--- src/rtl/regfile_banked_if.sv ---
// Read/write bus of the banked register file: NREAD registered read ports,
// one write port and the ready flag raised once the power-on clear sweep finishes.
interface regfile_banked_if #(
    parameter int XLEN   = 32,
    parameter int NREGS  = 32,
    parameter int NBANKS = 2,
    parameter int NREAD  = 2
);
    localparam int AW = $clog2(NREGS);
    localparam int BW = (NBANKS > 1) ? $clog2(NBANKS) : 1;

    logic                    ready;
    logic [NREAD*BW-1:0]     readBank;
    logic [NREAD*AW-1:0]     readAddr;
    logic [NREAD*XLEN-1:0]   readData;
    logic                    writeEnable;
    logic [BW-1:0]           writeBank;
    logic [AW-1:0]           writeAddr;
    logic [XLEN-1:0]         writeData;

    modport master (
        input  ready, readData,
        output readBank, readAddr, writeEnable, writeBank, writeAddr, writeData
    );

    modport slave (
        output ready, readData,
        input  readBank, readAddr, writeEnable, writeBank, writeAddr, writeData
    );
endinterface

--- src/rtl/regfile_banked.sv ---
// Multi-bank, multi-read-port register file with write-to-read forwarding
// and a post-reset clear sweep that zeroes every entry before ready rises.
module regfile_banked #(
    parameter int XLEN   = 32,
    parameter int NREGS  = 32,
    parameter int NBANKS = 2,
    parameter int NREAD  = 2
) (
    input  logic              CLK,
    input  logic              RESET,
    regfile_banked_if.slave   bus
);
    localparam int AW = $clog2(NREGS);
    localparam int BW = (NBANKS > 1) ? $clog2(NBANKS) : 1;

    typedef enum logic {CLEAR, RUN} state_t;

    state_t          state_reg, state_next;
    logic [AW:0]     sweep_idx_reg, sweep_idx_next;
    logic [XLEN-1:0] mem [NBANKS][NREGS];
    logic            wr_legal;

    always_ff @(posedge CLK or posedge RESET) begin
        if (RESET) begin
            state_reg     <= CLEAR;
            sweep_idx_reg <= '0;
        end else begin
            state_reg     <= state_next;
            sweep_idx_reg <= sweep_idx_next;
        end
    end

    // The counter is one bit wider than an address so non-power-of-two NREGS still terminates.
    always_comb begin
        state_next     = state_reg;
        sweep_idx_next = sweep_idx_reg;
        if (state_reg == CLEAR) begin
            sweep_idx_next = sweep_idx_reg + {{AW{1'b0}}, 1'b1};
            if (sweep_idx_reg == (AW+1)'(NREGS - 1)) begin
                state_next = RUN;
            end
        end
    end

    assign bus.ready = (state_reg == RUN);

    // Bank 0 entry 0 is the hard-wired zero register; out-of-range targets are dropped.
    assign wr_legal = bus.writeEnable && (state_reg == RUN)
                   && (32'(bus.writeBank) < NBANKS)
                   && (32'(bus.writeAddr) < NREGS)
                   && !((bus.writeBank == '0) && (bus.writeAddr == '0));

    // A reset landing in RUN forces CLEAR asynchronously, so a write in that cycle never lands.
    always_ff @(posedge CLK) begin
        if (state_reg == CLEAR) begin
            for (int b = 0; b < NBANKS; b++) begin
                mem[b][sweep_idx_reg[AW-1:0]] <= '0;
            end
        end else if (wr_legal) begin
            mem[bus.writeBank][bus.writeAddr] <= bus.writeData;
        end
    end

    for (genvar gi = 0; gi < NREAD; gi++) begin : g_read
        logic [BW-1:0]   bank;
        logic [AW-1:0]   addr;
        logic            legal;
        logic            is_zero;
        logic            fwd;
        logic [XLEN-1:0] data_reg, data_next;

        assign bank    = bus.readBank[gi*BW +: BW];
        assign addr    = bus.readAddr[gi*AW +: AW];
        assign legal   = (32'(bank) < NBANKS) && (32'(addr) < NREGS);
        assign is_zero = (bank == '0) && (addr == '0);
        assign fwd     = wr_legal && (bank == bus.writeBank) && (addr == bus.writeAddr);

        always_comb begin
            data_next = '0;
            if (legal && !is_zero) begin
                data_next = fwd ? bus.writeData : mem[bank][addr];
            end
        end

        always_ff @(posedge CLK or posedge RESET) begin
            if (RESET) begin
                data_reg <= '0;
            end else if (state_reg == RUN) begin
                data_reg <= data_next;
            end else begin
                data_reg <= '0;
            end
        end

        assign bus.readData[gi*XLEN +: XLEN] = data_reg;
    end

endmodule

--- src/flat_wrapper.sv ---
// flat-port wrapper written by rule: the top's interface ports become plain ports
module regfile_banked_flat 
#(
    parameter int XLEN   = 32,
    parameter int NREGS  = 32,
    parameter int NBANKS = 2,
    parameter int NREAD  = 2
)
  (CLK, RESET, bus_ready, bus_readData, bus_readBank, bus_readAddr, bus_writeEnable, bus_writeBank, bus_writeAddr, bus_writeData);
  regfile_banked_if #(.XLEN(XLEN), .NREGS(NREGS), .NBANKS(NBANKS), .NREAD(NREAD)) bus_i ();
  input  logic CLK;
  input  logic RESET;
  output wire logic [$bits(bus_i.ready)-1:0] bus_ready;
  output wire logic [$bits(bus_i.readData)-1:0] bus_readData;
  input wire logic [$bits(bus_i.readBank)-1:0] bus_readBank;
  input wire logic [$bits(bus_i.readAddr)-1:0] bus_readAddr;
  input wire logic [$bits(bus_i.writeEnable)-1:0] bus_writeEnable;
  input wire logic [$bits(bus_i.writeBank)-1:0] bus_writeBank;
  input wire logic [$bits(bus_i.writeAddr)-1:0] bus_writeAddr;
  input wire logic [$bits(bus_i.writeData)-1:0] bus_writeData;
  assign bus_ready = bus_i.ready;
  assign bus_readData = bus_i.readData;
  assign bus_i.readBank = bus_readBank;
  assign bus_i.readAddr = bus_readAddr;
  assign bus_i.writeEnable = bus_writeEnable;
  assign bus_i.writeBank = bus_writeBank;
  assign bus_i.writeAddr = bus_writeAddr;
  assign bus_i.writeData = bus_writeData;
  regfile_banked #(.XLEN(XLEN), .NREGS(NREGS), .NBANKS(NBANKS), .NREAD(NREAD)) u_core (.CLK(CLK), .RESET(RESET), .bus(bus_i));
endmodule
--- config.mk ---
export PLATFORM = sky130hd
export DESIGN_NAME = regfile_banked_flat
export DESIGN_NICKNAME = d
export VERILOG_FILES = /design/src/rtl/regfile_banked_if.sv /design/src/rtl/regfile_banked.sv /design/src/flat_wrapper.sv
export SDC_FILE = /design/constraint.sdc
export NUM_CORES = 2
export LEC_CHECK = 0
export BUFFER_PORTS_ARGS = -buffer_cell sky130_fd_sc_hd__buf_2
export CAP_MARGIN = 20
export CORE_MARGIN = 5
export CORE_UTILIZATION = 45
export CTS_CLUSTER_SIZE = 10
export DETAILED_ROUTE_END_ITERATION = 6
export PLACE_DENSITY = 0.59
export REMOVE_ABC_BUFFERS = 1
export SETUP_SLACK_MARGIN = 0.3
export SYNTH_ARGS = -nofsm -noshare
export SYNTH_HDL_FRONTEND = slang
export SYNTH_SLANG_ARGS = --single-unit
--- constraint.sdc ---
create_clock -name CLK -period 7.4 [get_ports CLK]
set_input_delay 1.48 -clock CLK [delete_from_list [all_inputs] [get_ports CLK]]
set_output_delay 1.48 -clock CLK [all_outputs]
set_load 0.05 [all_outputs]
* After elaboration in Yosys (flattened, before gate mapping)
Memories as Yosys holds them, arrays and structs flattened.
Cells that the tools add are included.
** Word-level totals
- Memories :: 1
- Logic and storage cells :: 65
- RAM bits :: 2048
- Register bits after elaboration :: 71
** Memory list
- u_core.mem :: words 2, bits a word 1024, read ports 2, clocked after memory_dff 0, write ports 2, RTL line regfile_banked.sv:20 : logic [XLEN-1:0] mem [NBANKS][NREGS];
** Cells by class
- Magnitude comparators :: 6
- Equality and inequality tests :: 5
- Add/sub/neg operators :: 1
- Reduce and logical (&&, ||, !) cells :: 16
- Bitwise operators :: 7
- Multiplexer cells :: 25
** Operators by type and width (count)
- 1024-bit 2-to-1 mux :: 4
- 1024-bit OR reduction :: 1
- 32-bit 2-to-1 mux :: 12
- 32-bit binary-select mux with 5-bit select :: 2
- 32-bit demux with 5-bit select :: 2
- 6-bit greater-or-equal comparator (second input constant) :: 4
- 5-bit inverter with 6-bit output :: 4
- 5-bit logical NOT :: 3
- 6-bit by 1-bit less-than comparator with 1-bit output (second input constant) :: 2
- 1-bit logical AND :: 11
- 5-bit == test :: 2
- 6-bit by 1-bit adder with 6-bit output (second input constant) :: 1
- 6-bit by 5-bit == test with 1-bit output (second input constant) :: 1
- 1-bit 2-to-1 mux :: 5
- 1-bit inverter :: 3
- 1-bit == test :: 2
- 1-bit logical NOT :: 1

* Longest topological paths before layout
- Depth after elaboration :: 9
- Mapped depth :: 12
- Depth with buffers taken out :: 6

* Least setup slack after synthesis
OpenSTA, ideal clock, no wires.
- Path kind :: input-to-reg
- From :: input bus_writeAddr[2]
- To :: memory u_core.mem[1][736] in the netlist's numbering, enable pin
- Setup slack :: 2.194 ns
- Cell stages on the path :: 5
- Library setup time :: 0.466 ns
- Required time :: 6.934 ns
- Buffers on the path :: 3
- Data arrival time :: 4.740 ns
- Path through :: buf_4 -> or3b_2 -> clkbuf_1 -> clkbuf_1 -> o21ai_0
** RTL lines
- start, declared :: RTL line flat_wrapper.sv:19 : input wire logic [$bits(bus_i.writeAddr)-1:0] bus_writeAddr;
- end, declared :: RTL line regfile_banked.sv:20

* Worst setup path in the final report
- From :: input bus_readBank[1]
- To :: register u_core.g_read[1].data_reg[3]
** On the way
- Longest elaborated chain between the ends :: 7
- Elaborated cells on any way between the ends :: 12
- Those cells by class :: 1 x eq/ne; 6 x mux; 1 x bitwise; 3 x reduce/logical; 1 x memory
** RTL lines
- start, declared :: RTL line flat_wrapper.sv:15 : input wire logic [$bits(bus_i.readBank)-1:0] bus_readBank;
- memory read 2 x 1024 bit
- 32-bit binary-select mux with 5-bit select :: RTL line regfile_banked.sv:81 : data_next = fwd ? bus.writeData : mem[bank][addr];
- 32-bit 2-to-1 mux (implied by the code) (2 in a row) :: RTL line regfile_banked.sv:81
- 32-bit 2-to-1 mux :: RTL line regfile_banked.sv:81
- 32-bit 2-to-1 mux * :: RTL line regfile_banked.sv:80 : if (legal && !is_zero) begin
- 32-bit 2-to-1 mux * :: RTL line regfile_banked.sv:88 : end else if (state_reg == RUN) begin
- end signal, assigned :: RTL line regfile_banked.sv:89 : data_reg <= data_next;
- end, declared :: RTL line regfile_banked.sv:70 : logic [XLEN-1:0] data_reg, data_next;
Every way passes the cells marked *; elsewhere a longest branch is shown, timed or not. The select of a mux whose other input is x is not followed.
A chain may end at the register's enable or synchronous reset.

==> impl_metrics.json <==
{
  "synthesis.area_sq_um": 113000,
  "core_sq_um": 251000,
  "syn_area_per_cell_sq_um": 14.0,
  "vias_per_cell": 6.79,
  "slew_viol_final": 0,
  "grt_pass1_vias": 75500,
  "finalHoldViolCount": 0,
  "holdBufCountCts": 0,
  "worst_slack_ps": 2520,
  "hpwlAfterDp_um": 295000,
  "numCtsBuffers": 241,
  "ant_nets": 0,
  "yosysWarnings": 0,
  "ys_ff_latch": 2119,
  "post_cts_buffers": 0,
  "nNetsFinal": 7965,
  "final_layout_size_suffix_gt1_frac": 0.214,
  "path_class": "in2reg",
  "start_util": 0.451,
  "drc": 1,
  "grt_util_met3": 0.106,
  "path_max_fanout": 53,
  "drt-initial-drc-count": 13300,
  "fin_crit_ps": 4880,
  "rows": 184,
  "async_reset_ff_frac": 0.0335,
  "antenna_found_initial": 77,
  "powerDensity_nw_per_um2": 210,
  "cts.path.max_buffers": 3,
  "ys_seq_area_frac": 0.560,
  "largest_reg_flops": 2048,
  "fin_worst_hold_slack_ps": 487,
  "overflow": 0,
  "final_common_cell": "edfxtp_1",
  "cp.arrival_ps": 5660,
  "grt_max_degree": 97,
  "fp.dieH_um": 511,
  "cp-end-kind": "register",
  "place_inst": 11000,
  "outcome": "finished, violations left",
  "syn2layout_area_growth_pct": 10.9,
  "grt_pass1_wl_um": 643000,
  "setup_tns_ps": 0,
  "stdcell_count": 11500,
  "path_clk_slew_ps": 60,
  "track_usage": 0.354,
  "yosys.cell_types.count": 66,
  "maxCapViolCount": 0,
  "wl_per_cell_um": 41.3,
  "grt_setup_unrepaired": "false",
  "routed_wl_um": 474000,
  "firstDrtPassIters": 7,
  "dieArea_sq_um": 261000,
  "num_vias": 77800,
  "cts_tree": "done",
  "cp.required_ps": 8180,
  "ctsResizeCount": 0,
  "die_w_um": 511,
  "critPathLaunchType": "primary input",
  "synth_edf_count": 2048,
  "worst_pin_slew_ps": 1300,
  "clock_latency_ps": 940,
  "leakage_nw": 47.5,
  "portBuffers": 117,
  "fin_crit_sh": 0.659,
  "gr-usage-met2": 0.524,
  "peakVddDrop_v": 0.000214,
  "grt.busiest_layer": "met2",
  "relSlewSlack": 0.133,
  "use_met1": 0.446,
  "htree_num_levels": 4,
  "cts.sinks": 2119,
  "pin_count": 118,
  "synthCells": 8057,
  "place_ws_ps": 1780,
  "layout_common_cells": "edfxtp_1, and2_1, mux4_2, mux2i_1, buf_4",
  "cts_root_buf": "clkbuf_16",
  "setup_viol": 0,
  "place_congestion": 0.978,
  "hold_class": "reg2reg",
  "synth_ff_type": "edfxtp_1",
  "failed_checks": "DRC",
  "skew_ps": 60.0,
  "fmaxAchievable_mhz": 205
}
final timing paths:
check,start,to,slack [ps],depth (start not counted)
max in group asynchronous,RESET,u_core.g_read[0].data_reg[19],5300,3
worst min register to register,u_core.sweep_idx_reg[5],u_core.sweep_idx_reg[5],490,1
worst max register to register,u_core.bus.ready,u_core.mem[1][962],2880,5
worst max-delay path,bus_readBank[1],u_core.g_read[1].data_reg[3],2520,9
worst min-delay path,u_core.sweep_idx_reg[5],u_core.sweep_idx_reg[5],490,1
min in group asynchronous,RESET,u_core.g_read[0].data_reg[5],640,2
synthesized netlist by cell type, types with 71 or more instances:
master / number / area [sq um]
a211oi_1: 72 / 541
o21ai_0: 188 / 941
o22ai_1: 83 / 519
dfrtp_1: 71 / 1780
mux4_2: 744 / 16800
clkbuf_1: 630 / 2360
nand3_1: 82 / 410
and2_1: 2031 / 12700
edfxtp_1: 2048 / 61500
nor2_1: 203 / 762
mux2_2: 79 / 890
mux2i_1: 626 / 6270
buf_2: 133 / 666
nand2_1: 182 / 683
a22oi_1: 281 / 2110
cell families after synthesis:
group                    synth area share
XOR/XNOR                          0.00124
AND/OR/NAND/NOR                     0.141
AO/OA/AOI/OAI                      0.0526
multiplexers                        0.212
adder cells (fa/ha/maj)          0.000443
other                           0.0000332
buffers and inverters              0.0331
flip-flops                          0.560
power breakdown:
part           switching (mW)  leakage (nW)  internal (mW)  total (mW)
combinational            1.55          19.7          0.536        2.09
sequential             0.0969          24.3           13.0        13.1
clock                    4.93          3.36           6.17        11.1
per-layer routing:
metal | routed length (um) | part of all wire
met1 | 167000 | 0.35
met2 | 207000 | 0.44
met3 | 58400 | 0.12
met4 | 41300 | 0.087
met5 | 139 | 0.00029
layout make-up:
class / instances / area (sq um)
multi-input cells: 5077 / 47200
flip-flops and latches: 2119 / 63300
fillers: 21100 / 125000
well taps: 3348 / 4190
diodes: 46 / 115
repair buffers: 444 / 3400
clock inverters: 26 / 226
inverters: 25 / 97.6
clock buffers: 379 / 6760
worst max-delay path: stages:
cell and delay [ps]:
buf_8 480, buf_12 410, buf_4 680, mux4_2 580
mux2i_1 510, nor3_1 260, a211oi_1 470, o2111ai_1 230
o221a_2 280
through the flow:
stage	power, mW	util	instance area, sq um
6_report	26.3	0.500	125000
3_3_place_gp	15.4	0.471	118000
4_1_cts	26.3	0.499	125000
3_5_place_dp	15.4	0.471	118000
5_1_grt	26.9	0.499	125000
2_1_floorplan	14.0	-	109000
Note: power is estimated with default switching activity, not from simulation.
